==> src/rtl/adder_share_arbiter.sv <==
// adder_share_arbiter
//
// Shares one ripple-carry adder between R requesters. A round-robin
// arbiter picks one valid requester whenever the one-entry result slot is
// free (empty, or being consumed this cycle). The chosen operand pair is
// added in the grant cycle. The (N+1)-bit sum and the requester index are
// captured in the result register at that edge.
//
// Handshake semantics (both sides): a transfer happens on a rising edge
// where valid and ready are both 1. A producer holds valid and its data
// stable until that edge. Ready may depend combinationally on the other
// side's inputs.
//
// Ports:
//   clk        in  1      rising-edge clock
//   rst_n      in  1      asynchronous active-low reset
//   req_valid  in  R      requester i has an operand pair
//   req_a      in  R*N    requester i's A operand at [i*N +: N]
//   req_b      in  R*N    requester i's B operand at [i*N +: N]
//   req_ready  out R      one-hot grant (or all zeros)
//   res_valid  out 1      result register holds an unconsumed sum
//   res_data   out N+1    {carry, sum}
//   res_id     out ID_W   index of the requester that produced res_data
//   res_ready  in  1      consumer accepts the result

module NBitRippleCarryAdder #(
    parameter int N = 4
) (
    input  logic [N-1:0] a,
    input  logic [N-1:0] b,
    output logic [N:0]   total
);
    logic carry;

    // Carry is a running variable, so the chain is one ordered loop.
    always_comb begin
        total = '0;
        carry = 1'b0;
        for (int i = 0; i < N; i++) begin
            total[i] = a[i] ^ b[i] ^ carry;
            carry    = (a[i] & b[i]) | (carry & (a[i] ^ b[i]));
        end
        total[N] = carry;
    end
endmodule

module adder_share_arbiter #(
    parameter  int N    = 4,
    parameter  int R    = 4,
    localparam int ID_W = $clog2(R)
) (
    input  logic              clk,
    input  logic              rst_n,
    input  logic [R-1:0]      req_valid,
    input  logic [R*N-1:0]    req_a,
    input  logic [R*N-1:0]    req_b,
    output logic [R-1:0]      req_ready,
    output logic              res_valid,
    output logic [N:0]        res_data,
    output logic [ID_W-1:0]   res_id,
    input  logic              res_ready
);
    typedef enum logic {
        EMPTY = 1'b0,
        FULL  = 1'b1
    } state_t;

    state_t            state;
    logic [ID_W-1:0]   last_grant;

    logic              slot_free;
    logic              grant_any;
    logic [ID_W-1:0]   grant_idx;
    logic [ID_W-1:0]   cand;
    logic [N-1:0]      a_arr [R];
    logic [N-1:0]      b_arr [R];
    logic [N:0]        sum;

    for (genvar g = 0; g < R; g++) begin : g_unpack
        assign a_arr[g] = req_a[g*N +: N];
        assign b_arr[g] = req_b[g*N +: N];
    end

    // Round-robin search starting just after the last granted index.
    // rst_n gates the grant so nothing is acknowledged while in reset.
    always_comb begin
        slot_free = (state == EMPTY) || res_ready;
        grant_any = 1'b0;
        grant_idx = '0;
        cand      = '0;
        for (int k = 1; k <= R; k++) begin
            cand = ID_W'((int'(last_grant) + k) % R);
            if (!grant_any && req_valid[cand]) begin
                grant_any = 1'b1;
                grant_idx = cand;
            end
        end
        grant_any = grant_any && slot_free && rst_n;
        req_ready = '0;
        if (grant_any) begin
            req_ready[grant_idx] = 1'b1;
        end
    end

    NBitRippleCarryAdder #(.N(N)) u_adder (
        .a     (a_arr[grant_idx]),
        .b     (b_arr[grant_idx]),
        .total (sum)
    );

    always_ff @(posedge clk or negedge rst_n) begin
        if (!rst_n) begin
            state      <= EMPTY;
            res_data   <= '0;
            res_id     <= '0;
            last_grant <= ID_W'(R - 1);
        end else if (grant_any) begin
            // Covers both the fill from EMPTY and the back-to-back
            // consume-and-refill from FULL.
            state      <= FULL;
            res_data   <= sum;
            res_id     <= grant_idx;
            last_grant <= grant_idx;
        end else if (state == FULL && res_ready) begin
            // Drain: data and id keep their last values.
            state <= EMPTY;
        end
    end

    assign res_valid = (state == FULL);
endmodule

==> config.mk <==
export PLATFORM = sky130hd
export DESIGN_NAME = adder_share_arbiter
export DESIGN_NICKNAME = d
export VERILOG_FILES = /design/src/rtl/adder_share_arbiter.sv
export SDC_FILE = /design/constraint.sdc
export NUM_CORES = 1
export LEC_CHECK = 0
export ABC_AREA = 1
export CORE_MARGIN = 10
export CORE_UTILIZATION = 43
export CTS_CLUSTER_DIAMETER = 100
export DETAILED_ROUTE_END_ITERATION = 10
export HOLD_SLACK_MARGIN = 0.05
export PLACE_DENSITY = 0.92
export SYNTH_ARGS = -nofsm -noshare
export SYNTH_HDL_FRONTEND = slang
export SYNTH_SLANG_ARGS = --single-unit
==> constraint.sdc <==
create_clock -name clk -period 5.5 [get_ports clk]
set_input_delay 1.1 -clock clk [delete_from_list [all_inputs] [get_ports clk]]
set_output_delay 1.1 -clock clk [all_outputs]
set_load 0.05 [all_outputs]
==> flow_summary.ini, run 1 <==
[status]
status = completed

[cts]
cts-root-buf = clkbuf_4
numCtsBuffers = 3
h-tree-depth = 1
clock-sinks = 10
path_clk_slew_ps = 70
clock_latency_ps = 280
hold_buffers = 0
cts_tree = built
cts_setup_buffers = 0
cts_resized = 0
cts_max_path_buffers = 2

[placement]
hpwlAfterDp_um = 2774
place.gp.congestion = 0.8215
port_buffers = 50

[setup_path]
cp_data_required_time_ps = 4400
cp_max_fo = 19
critPathKind = in2out
r2r.worst_path.cells = 17
cp-end-kind = output port
critPathArrivalTime_ps = 3630
critical_path.startpoint_type = input port

[routing]
drc = 0
drtIter0Drc = 70
via_count = 1306
routed_wirelength_um = 3288
viasPerCell = 4.855
dr.pass1.iters = 4
avgRoutedWirePerCell_um = 12.22
detail-route-antenna-nets = 0

[sta]
fmaxAchievable_ghz = 0.2113
finalSetupViolations = 0
rsz0062_at_grt = no
max_slew.worst_pin.slew_ps = 523.7
finClkSkew_ps = 2.200
period_minus_slack_ps = 4733
fin_crit_sh_pct = 86.06
drv_slew = 0
setup_tns_ps = 0
maxSlewHeadroom_pct = 64.98
hold_violations = 0

[global_route]
grt.met2_usage_pct = 20.42
grt_max_degree = 20
overflow = 0
grt_usage_pct = 12.84
grt_pass1_wl_um = 5699
grt_util_met1_pct = 15.83
first_global_vias = 1294
antenna_found_initial = 0
grt_util_met3_pct = 3.265
grt.busiest_layer = met2

[synth]
yosysWarnings = 0
syn_avg_cell_area_um2 = 6.349
ys_top_cells_by_area = nand2_1 (21%), dfrtp_1 (17%), nand3_1 (16%)
syn-num-nets = 232
synthCells = 189
ys_seq_area_share_pct = 21.06
ys_ff_latch = 10
yosysUniqueCellTypes = 25
netlist_area_um2 = 1200
synth.top_cell.area_share_pct = 20.96
synth_top_area_cell = nand2_1

[final_layout]
drive_above_1_share_pct = 10.92
nNetsFinal = 282
area_growth_syn_to_layout_pct = 43.17
antennaDiodeCount = 0
fin_util_pct = 63.39

[floorplan]
fp.dieW_um = 72.83
rows = 19
core_area_um2 = 2710
io-pin-count = 51
dieArea_um2 = 5303
die-height_um = 72.83
start_util_pct = 44.28

[hold_path]
hold_depth = 2
min_path_type = reg2reg

[run]
maxCapViolations = 0
==> flip-flops by register name, indices dropped and copies added (netlist names) <==
name	count
res_valid	1
res_data	5
last_grant	2
res_id	2
==> synth_stat cells (all sizes together) <==
| library cell | n |
|---|---|
| nand4 | 2 |
| inv | 35 |
| ha | 1 |
| nor3 | 1 |
| nand2 | 77 |
| nor2 | 5 |
| clkinv | 1 |
| a21oi | 2 |
| buf | 6 |
| o21ai | 5 |
| dfstp | 2 |
| fa | 3 |
| dfrtp | 8 |
| nand3 | 41 |
==> routing by layer <==
layer | up-vias | part of all wire [%] | wire length (um)
met5 | - | 0 | 0
met4 | 0 | 2.1 | 70
met3 | 8 | 7.2 | 237
met2 | 44 | 50 | 1634
met1 | 571 | 41 | 1346
li1 | 683 | - | -
==> worst paths after layout <==
check | from | end | slack (ps)
setup reg to reg | last_grant[0]$_DFFE_PN1P_ | res_data[3]$_DFFE_PN0P_ | 1790
setup / recovery | req_valid[3] | req_ready[1] | 770
hold reg to reg | res_data[2]$_DFFE_PN0P_ | res_data[2]$_DFFE_PN0P_ | 490
min in group asynchronous | rst_n | res_id[0]$_DFFE_PN0P_ | 1140
max in group asynchronous | rst_n | last_grant[1]$_DFFE_PN1P_ | 4020
hold / removal | res_data[2]$_DFFE_PN0P_ | res_data[2]$_DFFE_PN0P_ | 490
==> critical path: stages <==
cell             delay [ps]
clkdlybuf4s50_1         420
inv_1                    80
nand2_1                  80
nand3_2                 110
nand2_2                  90
nor2_4                  170
nand3_4                 120
nand2_4                  80
nand2_4                 130
nand2_8                 170
nand2_1                 110
nor2_1                  130
clkdlybuf4s50_1         830
==> kinds of logic after synthesis <==
group	synth area share (%)
AND/OR/NAND/NOR	52.24
AO/OA/AOI/OAI	3.233
flip-flops	21.06
buffers and inverters	17.41
adder cells (fa/ha/maj)	6.048
==> cell type report <==
class / count / area, um2
inverter: 36 / 143.9
sequential: 10 / 252.7
multi-input combinational: 137 / 738.2
fill: 255 / 992.2
timing repair buffer: 51 / 508.0
tap: 31 / 38.79
clock buffer: 4 / 36.28
==> placed cells by master (no fill, tap or decap), drive strengths merged, types with 2 or more instances in the layout <==
cell type / synthesis / final
nand2: 77 / 77
clkdlybuf4s50: 0 / 50
nand3: 41 / 41
inv: 35 / 35
dfrtp: 8 / 8
nor2: 5 / 5
o21ai: 5 / 5
clkbuf: 0 / 4
fa: 3 / 3
a21oi: 2 / 2
nand4: 2 / 2
dfstp: 2 / 2
==> through the flow <==
| stage | instance area [um2] | worst slack [ps] | std cells | hold slack [ps] |
|---|---|---|---|---|
| after global routing | 1718 | 602.7 | 269 | 508.0 |
| after floorplan | 1200 | 1703 | 189 | 557.0 |
| after CTS | 1718 | 755.1 | 269 | 488.0 |
| after detailed placement | 1682 | 760.9 | 265 | 471.0 |
| final | 1718 | 766.8 | 269 | 485.0 |
| after global placement | 1682 | 844.7 | 265 | 463.6 |
Power of run 1 is left out: the tool's default activity adds up to more than one toggle a clock period on the data nets, which glitch-free logic cannot reach.
==> run 2, diff against run 1 <==
CAP_MARGIN = 30   (was unset)
MAX_ROUTING_LAYER = met4   (was unset)
==> run 2 against run 1 <==
Effect of this change:
- critical path type unchanged
- register-to-register slack got worse by 20 ps
- first-iteration DRC count grew 13%
- non-clock buffer count unchanged
- sequential cell count stayed put
- global-route usage up 0.39 points
- sequential share of layout area stayed put
- highest routed layer unchanged
- critical path depth is the same
- via count fell by 0.46%
==> flow_summary.ini, run 2 (same netlist as run 1, synthesis figures left out) <==
[hold_path]
min_path_type = reg2reg

[global_route]
grt_usage_pct = 13.23
grt.busiest_layer = met2
grt_pass1_wl_um = 5720
overflow = 0
antenna_found_initial = 0
grt_max_degree = 20
first_global_vias = 1293
grt_util_met3_pct = 2.993
grt_util_met1_pct = 16.07
grt.met2_usage_pct = 20.42

[cts]
hold_buffers = 0
cts_max_path_buffers = 2
cts_resized = 0
cts_tree = built
cts_setup_buffers = 0
clock_latency_ps = 270
h-tree-depth = 1
cts-root-buf = clkbuf_4
clock-sinks = 10
path_clk_slew_ps = 70
numCtsBuffers = 3

[setup_path]
cp_data_required_time_ps = 4400
cp_max_fo = 19
cp-end-kind = output port
critical_path.slowest_cell = clkdlybuf4s50_1
critPathArrivalTime_ps = 3630
critPathKind = in2out
critPathMaxStageDelay_ps = 830
cp_cell_sequence = clkdlybuf4s50_1, inv_1, nand2_1, nand3_2, nand2_2, nor2_4, nand3_4, nand2_4, nand2_4, nand2_8, nand2_1, nor2_1, clkdlybuf4s50_1
critical_path.startpoint_type = input port

[status]
status = completed

[placement]
place.gp.congestion = 0.8339
hpwlAfterDp_um = 2774
port_buffers = 50

[final_layout]
fillers = 255
largestRegisters = res_data x5, last_grant x2, res_id x2
area_growth_syn_to_layout_pct = 43.17
antennaDiodeCount = 0
multi_input_area_um2 = 738.2
largest_reg_flops = 5
nNetsFinal = 282
drive_above_1_share_pct = 10.92
top_register = res_data
final_common_cell = nand2_1
final_cell_mix = nand2_1 (67), clkdlybuf4s50_1 (50), nand3_1 (38)
seq_area_um2 = 252.7

[sta]
fin_crit_sh_pct = 85.98
fmaxAchievable_ghz = 0.2115
rsz0062_at_grt = no
maxSlewHeadroom_pct = 65.00
period_minus_slack_ps = 4729
max_slew.worst_pin.slew_ps = 523.4
setup_tns_ps = 0
hold_violations = 0
finClkSkew_ps = 2.070
finalSetupViolations = 0
drv_slew = 0

[routing]
avgRoutedWirePerCell_um = 12.17
detail-route-antenna-nets = 0
dr.pass1.iters = 4
viasPerCell = 4.833
drc = 0
via_count = 1300
routed_wirelength_um = 3274
drtIter0Drc = 79

[floorplan]
io-pin-count = 51
die-height_um = 72.83
dieArea_um2 = 5303
rows = 19
start_util_pct = 44.28
fp.dieW_um = 72.83
core_area_um2 = 2710

[run]
maxCapViolations = 0
run 2: cell counts in the layout (fill, tap and decap cells not counted):
Identical to the previous run, type by type.
run 2: cell type report:
type	count	area share (%)
multi-input combinational	137	42.97
timing repair buffer	51	29.57
sequential	10	14.71
inverter	36	8.376
clock buffer	4	2.112
tap	31	2.258
run 2: path summary, 6_finish.rpt:
check	from	to	slack [ps]	depth (start not counted)
worst min register to register	res_data[2]$_DFFE_PN0P_	res_data[2]$_DFFE_PN0P_	490	2
worst min-delay path	res_data[2]$_DFFE_PN0P_	res_data[2]$_DFFE_PN0P_	490	2
max in group asynchronous	rst_n	last_grant[1]$_DFFE_PN1P_	4010	1
worst max register to register	last_grant[0]$_DFFE_PN1P_	res_data[3]$_DFFE_PN0P_	1770	17
worst max-delay path	req_valid[3]	req_ready[1]	770	13
min in group asynchronous	rst_n	res_id[0]$_DFFE_PN0P_	1150	1
run 2: through the flow:
stage | std cells | setup slack, ps | hold slack, ps | utilization [%] | area [um2]
after detailed placement | 265 | 760.9 | 471.0 | 62.05 | 1682
after global placement | 265 | 844.7 | 463.6 | 62.05 | 1682
final | 269 | 771.2 | 487.2 | 63.39 | 1718
after floorplan | 189 | 1703 | 557.0 | - | 1200
after global routing | 269 | 602.6 | 508.0 | 63.39 | 1718
after CTS | 269 | 755.1 | 488.0 | 63.39 | 1718
run 2: worst max-delay path, delay by kind of cell:
| family | cells | cell delay [ps] |
|---|---|---|
| buffers and inverters | 3 | 1330 |
| AND/OR/NAND/NOR | 10 | 1200 |
run 2: per-layer routing:
layer / part of all wire [%] / wire (um) / vias up
met5: 0 / 0 / -
met4: 2.2 / 73 / 0
met3: 6.9 / 225 / 7
met2: 50 / 1625 / 46
met1: 41 / 1350 / 563
li1: - / - / 684
Power of run 2 is left out for the same reason.
